$ cat src/rtl/td4_pkg.sv
// Shared constants for the TD4 program store and its in-system loader.
package td4_pkg;
    localparam int TD4_ADDR_W = 4;
    localparam int TD4_DATA_W = 8;
    localparam int PROG_DEPTH = 16;

    // Loader FSM encoding, kept as plain constants so older tools can read it.
    localparam logic [2:0] ST_IDLE  = 3'd0;
    localparam logic [2:0] ST_LOAD  = 3'd1;
    localparam logic [2:0] ST_CHECK = 3'd2;
    localparam logic [2:0] ST_OK    = 3'd3;
    localparam logic [2:0] ST_FAIL  = 3'd4;
endpackage

$ cat src/rtl/td4_prog_ram.sv
// Program storage: synchronous write, synchronous clear, combinational A->D fetch.
module td4_prog_ram
    import td4_pkg::*;
#(
    parameter int ADDR_W = TD4_ADDR_W,
    parameter int DATA_W = TD4_DATA_W
) (
    input  logic              CLK,
    input  logic              RST,
    input  logic              we,
    input  logic [ADDR_W-1:0] waddr,
    input  logic [DATA_W-1:0] wdata,
    input  logic [ADDR_W-1:0] A,
    output logic [DATA_W-1:0] D
);
    localparam int DEPTH = 2 ** ADDR_W;

    logic [DATA_W-1:0] mem [DEPTH];

    always_ff @(posedge CLK) begin
        if (RST) begin
            for (int i = 0; i < DEPTH; i++) begin
                mem[i] <= '0;
            end
        end else if (we) begin
            mem[waddr] <= wdata;
        end
    end

    // Unregistered so the core fetches exactly as from the fixed ROM.
    assign D = mem[A];
endmodule

$ cat src/rtl/td4_program_loader.sv
// Writable TD4 program store filled from a byte stream; holds the CPU while loading.
module td4_program_loader
    import td4_pkg::*;
#(
    parameter int ADDR_W   = TD4_ADDR_W,
    parameter int DATA_W   = TD4_DATA_W,
    parameter int CHECK_EN = 1
) (
    input  logic              CLK,
    input  logic              RST,
    input  logic              START,
    input  logic              IN_VALID,
    input  logic [DATA_W-1:0] IN_DATA,
    output logic              IN_READY,
    output logic              CPU_HOLD,
    output logic              DONE,
    output logic              ERR,
    input  logic [ADDR_W-1:0] A,
    output logic [DATA_W-1:0] D,
    output logic [2:0]        dbg_state
);
    // Handshake: a byte moves on every rising edge where IN_VALID && IN_READY;
    // IN_READY depends only on state, never on IN_VALID, and the sender may
    // hold IN_VALID low for any number of cycles.
    logic [2:0]        state;
    logic [ADDR_W-1:0] ptr;
    logic [DATA_W-1:0] sum;
    logic [DATA_W-1:0] sum_next;
    logic              xfer;

    assign xfer     = IN_VALID & IN_READY;
    assign sum_next = sum + IN_DATA;

    always_ff @(posedge CLK) begin
        if (RST) begin
            state <= ST_IDLE;
            ptr   <= '0;
            sum   <= '0;
        end else begin
            case (state)
                ST_IDLE, ST_OK, ST_FAIL: begin
                    if (START) begin
                        state <= ST_LOAD;
                        ptr   <= '0;
                        sum   <= '0;
                    end
                end
                ST_LOAD: begin
                    if (xfer) begin
                        ptr <= ptr + 1'b1;
                        sum <= sum_next;
                        if (&ptr) begin
                            state <= (CHECK_EN != 0) ? ST_CHECK : ST_OK;
                        end
                    end
                end
                ST_CHECK: begin
                    // Checksum byte makes the whole stream sum to zero; it is not stored.
                    if (xfer) begin
                        state <= (sum_next == '0) ? ST_OK : ST_FAIL;
                    end
                end
                default: state <= ST_IDLE;
            endcase
        end
    end

    assign IN_READY  = (state == ST_LOAD) || (state == ST_CHECK);
    assign CPU_HOLD  = (state == ST_LOAD) || (state == ST_CHECK) || (state == ST_FAIL);
    assign DONE      = (state == ST_OK);
    assign ERR       = (state == ST_FAIL);
    assign dbg_state = state;

    td4_prog_ram #(
        .ADDR_W(ADDR_W),
        .DATA_W(DATA_W)
    ) u_ram (
        .CLK  (CLK),
        .RST  (RST),
        .we   ((state == ST_LOAD) && xfer),
        .waddr(ptr),
        .wdata(IN_DATA),
        .A    (A),
        .D    (D)
    );
endmodule

$ cat config.mk
export PLATFORM = sky130hd
export DESIGN_NAME = td4_program_loader
export DESIGN_NICKNAME = d
export VERILOG_FILES = /design/src/rtl/td4_pkg.sv /design/src/rtl/td4_prog_ram.sv /design/src/rtl/td4_program_loader.sv
export SDC_FILE = /design/constraint.sdc
export NUM_CORES = 1
export LEC_CHECK = 0
export ABC_AREA = 1
export CAP_MARGIN = 20
export CORE_MARGIN = 2
export CORE_UTILIZATION = 35
export CTS_BUF_LIST = sky130_fd_sc_hd__clkbuf_16
export CTS_CLUSTER_DIAMETER = 60
export DETAILED_ROUTE_END_ITERATION = 10
export GPL_TIMING_DRIVEN = 0
export PLACE_DENSITY_LB_ADDON = 0.2
export SETUP_SLACK_MARGIN = 0.1
export SLEW_MARGIN = 15
export SYNTH_ARGS = -nofsm -noshare
export SYNTH_HDL_FRONTEND = slang
export SYNTH_HIERARCHICAL = 1
export SYNTH_SLANG_ARGS = --single-unit
$ cat constraint.sdc
create_clock -name CLK -period 2.1 [get_ports CLK]
set_input_delay 0.42 -clock CLK [delete_from_list [all_inputs] [get_ports CLK]]
set_output_delay 0.42 -clock CLK [all_outputs]
set_load 0.02 [all_outputs]
==> results of run 1 <==
[how the worst max path moves through the flow]
stage / cells past startpoint / start / endpoint
finish: 6 / dbg_state[1] / CPU_HOLD
global route: 6 / dbg_state[1] / CPU_HOLD
CTS: 6 / dbg_state[2] / CPU_HOLD
detailed placement: 9 / A[0] / D[5]
global placement: 9 / A[0] / D[1]
floorplan: 8 / dbg_state[2] / u_ram/mem[13][0]
[stage by stage]
stage                     utilization  TNS (ps)  cells  hold slack [ps]
after floorplan                     -         0    880            441.8
after global placement         0.3866   -131560   1182            459.6
after detailed placement       0.3866   -136350   1182            459.1
after CTS                      0.4320         0   1226            474.2
after global routing           0.4452         0   1232            482.6
final                          0.4452         0   1232            468.7
[layout make-up]
cell class,count,area [um^2]
fillers,2080,11590
flip-flops and latches,143,4156
multi-input cells,562,2940
inverters,139,545.5
repair buffers,46,437.9
clock buffers,17,425.4
well taps,275,344.1
plain buffers,36,330.3
clock inverters,14,118.9
[timing repair]
item / CTS / global route
gates resized for setup: 141 / 67
cloned: 1 / 1
setup endpoints to repair: 271 / 87
pin swaps: 9 / 11
endpoints found under the hold margin: 0 / 0
setup buffers: 12 / 5
[cells by family (layout without fill, tap and decap cells)]
| kind of cell | count (synthesis) | count (layout) | share of synthesized area |
|---|---|---|---|
| fa+ha+maj | 9 | 9 | 0.01619 |
| simple gates | 529 | 529 | 0.3082 |
| compound gates | 20 | 20 | 0.02041 |
| xor+xnor | 4 | 4 | 0.004724 |
| flops | 143 | 143 | 0.5587 |
| buf+inv | 175 | 252 | 0.09177 |
[critical path, stage by stage, from the launching register on]
cell	delay, ps
dfxtp_4	370
inv_4	50
nand3_4	90
inv_4	50
or2_4	230
or2_1	240
buf_6	130
[power by group]
part / internal, mW / leakage (nW) / switching (mW)
Clock: 1.62 / 0.253 / 1.20
Combinational: 0.712 / 2.48 / 1.15
Sequential: 3.26 / 1.45 / 0.108
Total: 5.59 / 4.17 / 2.46
[layer usage]
| layer | vias up | routed length [um] | part of all wire | global-route usage |
|---|---|---|---|---|
| li1 | 2912 | - | - | - |
| met1 | 2846 | 9499 | 0.44 | 0.2599 |
| met2 | 160 | 10250 | 0.48 | 0.3317 |
| met3 | 44 | 1038 | 0.049 | 0.03323 |
| met4 | 0 | 603 | 0.028 | 0.08333 |
| met5 | - | 0 | 0 | 0 |
[registers in the layout (all words and copies together) (netlist names)]
| register | count |
|---|---|
| sum | 8 |
| dbg_state | 3 |
| u_ram/mem | 128 |
| ptr | 4 |
[cell usage in the layout (no fill, tap or decap), types with 9 or more instances in the layout]
master           instances
nand2_1                212
nor2_1                 137
inv_1                  132
edfxtp_1               128
nand3_1                 93
buf_4                   25
nand2_4                 25
nand2_2                 22
nand3_2                 21
clkbuf_16               18
a21oi_2                 13
clkdlybuf4s50_1         12
clkbuf_1                11
dfxtp_1                 11
buf_8                    9
==> out/summary.txt, run 1 <==
Outcome: complete, no violations
Worst setup SP type: flip-flop
Die area: 22370 um^2
Port buffer count: 27
WL final: 21400 um
Achievable Freq: 0.5008 GHz
Max Fanout on Critical Path: 4
Number of synthesized register bits: 143
GRT Total Usage: 0.2001
Die Y: 149.6 um
Hold depth: 2
Maxcap violations: 0
Final Hold Vio Count: 0
Reg2Reg Launch Point: ptr[0]
Top_reg_cell synth: edfxtp_1
Critical path arrival: 1580 ps
Peak VDD IR: 0.9109 mV
Hold wc startpoint: sum[3]
Largest net degree at the start of global routing: 17
# hold bufs at CTS: 0
Wire length per cell: 17.37 um
Slew at the pin closest to its max-slew limit: 1029 ps
RSZ-0062 raised after global routing: true
Final setup vio count: 0
Row count: 53
Worst min path class: flip-flop to flip-flop
Post-synth ARST share: 0
Avg Vias per Cell: 4.839
Number of distinct library cells after synthesis: 27
CTS max path bufs: 2
Synthesis Warnings: 6
Num CTS Buffers: 17
Final Skew: 7.697 ps
Starting DRC count in detailed routing: 390
Nature of the critical path endpoint: primary output
Top post-synthesis cells by count: 233 x nand2_1, 142 x nor2_1, 136 x inv_1
CP required: 1680 ps
ANT cells: 0
DRC: 0
Initial antenna violation count: 0
Sequential element share of the synthesized area: 0.5587
Largest area contributor in the netlist: edfxtp_1
Post-DRT Antenna Nets: 0
Type of the worst setup path: flip-flop to primary output
Nets: 970
Top-count cell post-synth: nand2_1
CTS tree: built
Grt total ovfl: 0
Avg Inst Size Synth: 8.429 um^2
Via count: 5962
Initial Utilization: 0.3551
Worst-skew pair later-pin latency: 420 ps
Slew margin rel.: 0.3113
Number of synthesized flops with an enable pin: 128
Post-place setup slack: -1034 ps
Placer congestion estimate: 0.9015
Total power: 8.052 mW
Final period utilization: 0.9508
P_leak: 4.174 nW
Vias in the first global route: 5738
Clock root buffer: clkbuf_16
H-Tree Depth: 4
R2R depth: 3
Worst r2r dst: u_ram/mem[12][6]
First-pass GRT wire length: 32540 um
Clk sink count: 143
Synthesized area: 7417 um^2
Layout cells sized above 1: 0.2059
Setup ws final: 103.3 ps
Area contributors post-synth: edfxtp_1 52%, nand2_1 12%, nand3_1 7.6%, nor2_1 7.2%, inv_1 6.9%
Syn-to-layout area delta: 25.37%
Fin. max-slew vios: 0
Pwr/cell area: 865.9 nW/um^2
Cell Area, Placed: 8075 um^2
CORE AREA: 20890 um^2
Hold worst-path end: sum[3]
Post-synth net total: 905
IO Pins: 31
Die width: 149.6 um
Worst R2R Setup Slack: 150 ps
DRT Pass-1 Iters: 5
Dpl hpwl: 14370 um
Post-synth top area share: 0.5182
Fin crit period: 1997 ps
Mapped Cells: 880
Post-route cell area: 9299 um^2
Worst-path clk slew: 60 ps
Power figures use the tool's default switching activity.
==> inputs of run 2 (changes only) <==
CORE_ASPECT_RATIO = 0.75   (was not set)
SKIP_CTS_REPAIR_TIMING = 1   (was not set)
clock period = 1.92 ns   (was 2.1 ns; I/O delays follow)
==> out/summary.txt, run 2 (synthesis results as in run 1) <==
Outcome: finished with violations
Violated checks: setup timing
Hold worst-path end: sum[7]
Worst-skew pair later-pin latency: 430 ps (about the same)
Avg Vias per Cell: 4.971 (+2.7%)
Clock root buffer: clkbuf_16
Reg2Reg Launch Point: ptr[1]
Die Y: 130.1 um (-13%)
Multi-input gate area: 3627 um^2 (+23%)
Worst min path class: flip-flop to flip-flop
Clk sink count: 143 (unchanged)
Max reg flops: 128 (unchanged)
CP Cell Sequence: inv_4 > nand3_4 > inv_4 > or2_4 > or2_1 > buf_6
Largest net degree at the start of global routing: 17 (unchanged)
Psw: 2.803 mW (+14%)
Int Power: 6.481 mW (+16%)
WL final: 22760 um (+6.4%)
Initial Utilization: 0.3540 (-0.001039)
Fill count: 1998 (-3.9%)
Switching portion of total power: 0.3019 (-0.004175)
Final Hold Vio Count: 0 (unchanged)
P_leak: 4.603 nW (+10%)
Post-route cell area: 10330 um^2 (+11%)
Slew at the pin closest to its max-slew limit: 817.1 ps (-212.2 ps)
Worst path max stage delay: 370 ps (about the same)
CP max stage cell: dfxtp_4
Vias in the first global route: 5695 (-0.75%)
Dpl hpwl: 14980 um (+4.2%)
Achievable Freq: 0.5026 GHz
CTS max path bufs: 2 (unchanged)
Share of power burned in registers: 0.397 (-0.021)
Syn-to-layout area delta: 39.24%
Via count: 6274 (+5.2%)
Worst-path clk slew: 60 ps (about the same)
Max Fanout on Critical Path: 5 (+1)
Fin. max-slew vios: 0 (unchanged)
Nature of the critical path endpoint: primary output
Final setup vio count: 17 (+17)
Clk network pwr share: 0.356 (+0.006)
Nets: 987 (+1.8%)
Cell Area, Placed: 8197 um^2 (+1.5%)
Placer congestion estimate: 0.8625 (-4.3%)
Commonest non-fill, non-tap cell in the layout: nand2_1
Die width: 172.1 um (+15%)
Worst setup SP type: flip-flop
Post-DRT Antenna Nets: 0 (unchanged)
Type of the worst setup path: flip-flop to primary output
Maxcap violations: 0 (unchanged)
Crit path top cell by count: inv_4
Hold depth: 2 (unchanged)
Pwr/cell area: 899.0 nW/um^2 (+3.8%)
Port buffer count: 27 (unchanged)
Grt total ovfl: 0 (unchanged)
IO Pins: 31 (unchanged)
DRT Pass-1 Iters: 7 (+2)
Die area: 22380 um^2 (about the same)
Wire length per cell: 18.03 um (+3.8%)
Layout cells sized above 1: 0.3429 (+0.1371)
Biggest register: u_ram/mem
Worst R2R Setup Slack: -60 ps (-210 ps)
H-Tree Depth: 4 (unchanged)
Combinational Power Share: 0.247 (+0.015)
CTS tree: built
R2R depth: 4 (+1)
First-pass GRT wire length: 32370 um (-0.51%)
Peak VDD IR: 1.060 mV (+16%)
Hold wc startpoint: sum[7]
GRT Total Usage: 0.2013 (+0.001213)
Setup ws final: -69.61 ps (-172.9 ps)
Critical path arrival: 1610 ps (+30 ps)
Final period utilization: 1.036
Total power: 9.284 mW (+15%)
CP required: 1540 ps (-140 ps)
Slew margin rel.: 0.4553 (+0.1440)
RSZ-0062 raised after global routing: true
Crit path from: dbg_state[2]
DRC: 0 (unchanged)
Row count: 46 (-13%)
Initial antenna violation count: 0 (unchanged)
ANT cells: 0 (unchanged)
Fin crit period: 1990 ps
Worst r2r dst: u_ram/mem[6][6]
Biggest regs: u_ram/mem (128), sum (8), ptr (4)
Starting DRC count in detailed routing: 563 (+44%)
Final Skew: 8.876 ps (+1.178 ps)
Commonest cells after routing, fill and taps aside: 160 x nand2_1, 134 x nor2_1, 128 x edfxtp_1, 126 x inv_1, 67 x nand3_2
CORE AREA: 20950 um^2 (+0.29%)
Reg area: 4156 um^2 (unchanged)
Num CTS Buffers: 17 (unchanged)
run 2: cell type report:
cell class | count | area share
clock buffer | 17 | 0.04119
clock inverter | 14 | 0.01466
buffer | 36 | 0.03029
inverter | 139 | 0.05476
multi-input combinational | 562 | 0.3512
tap | 288 | 0.03489
timing repair buffer | 63 | 0.07051
sequential | 143 | 0.4025
run 2: power by group through the flow:
stage          registers, mW  logic, mW  clock network (mW)
2_1_floorplan           3.76       1.16                   0
3_3_place_gp            3.74       1.76                   0
3_5_place_dp            3.74       1.77                   0
4_1_cts                 3.68       1.78                3.34
5_1_grt                 3.70       2.46                3.47
6_report                3.68       2.29                3.31
run 2: worst max-delay path by stage:
stage                       endpoint  slack (ps)  depth (start not counted)
finish                      CPU_HOLD         -70                          6
detailed placement              D[0]       -1230                         10
CTS                             D[0]       -1240                         10
global placement                D[0]       -1220                         10
global route         u_ram/mem[6][2]        -130                          4
floorplan           u_ram/mem[13][0]          90                          8
run 2: routing by layer:
layer / track usage / wire length (um)
met1: 0.2992 / 10900
met2: 0.3003 / 9873
met3: 0.03852 / 1541
met4: 0.05536 / 441
met5: 0 / 0
run 2: worst max-delay path: cells and delay by family, from the launching register on:
| family | cells | cell delay [ps] |
|---|---|---|
| and+or+nand+nor | 3 | 590 |
| DFF | 1 | 370 |
| buffers and inverters | 3 | 220 |
run 2: stage by stage:
step | TNS, ps | cells | util | hold slack, ps | setup slack [ps]
6_report | -989.8 | 1262 | 0.4930 | 486.7 | -69.61
5_1_grt | -3699 | 1262 | 0.4930 | 503.6 | -133.6
4_1_cts | -49200 | 1226 | 0.4188 | 470.7 | -1236
3_5_place_dp | -140530 | 1195 | 0.3912 | 460.3 | -1234
3_3_place_gp | -137410 | 1195 | 0.3912 | 458.6 | -1220
2_1_floorplan | 0 | 880 | - | 446.4 | 88.64
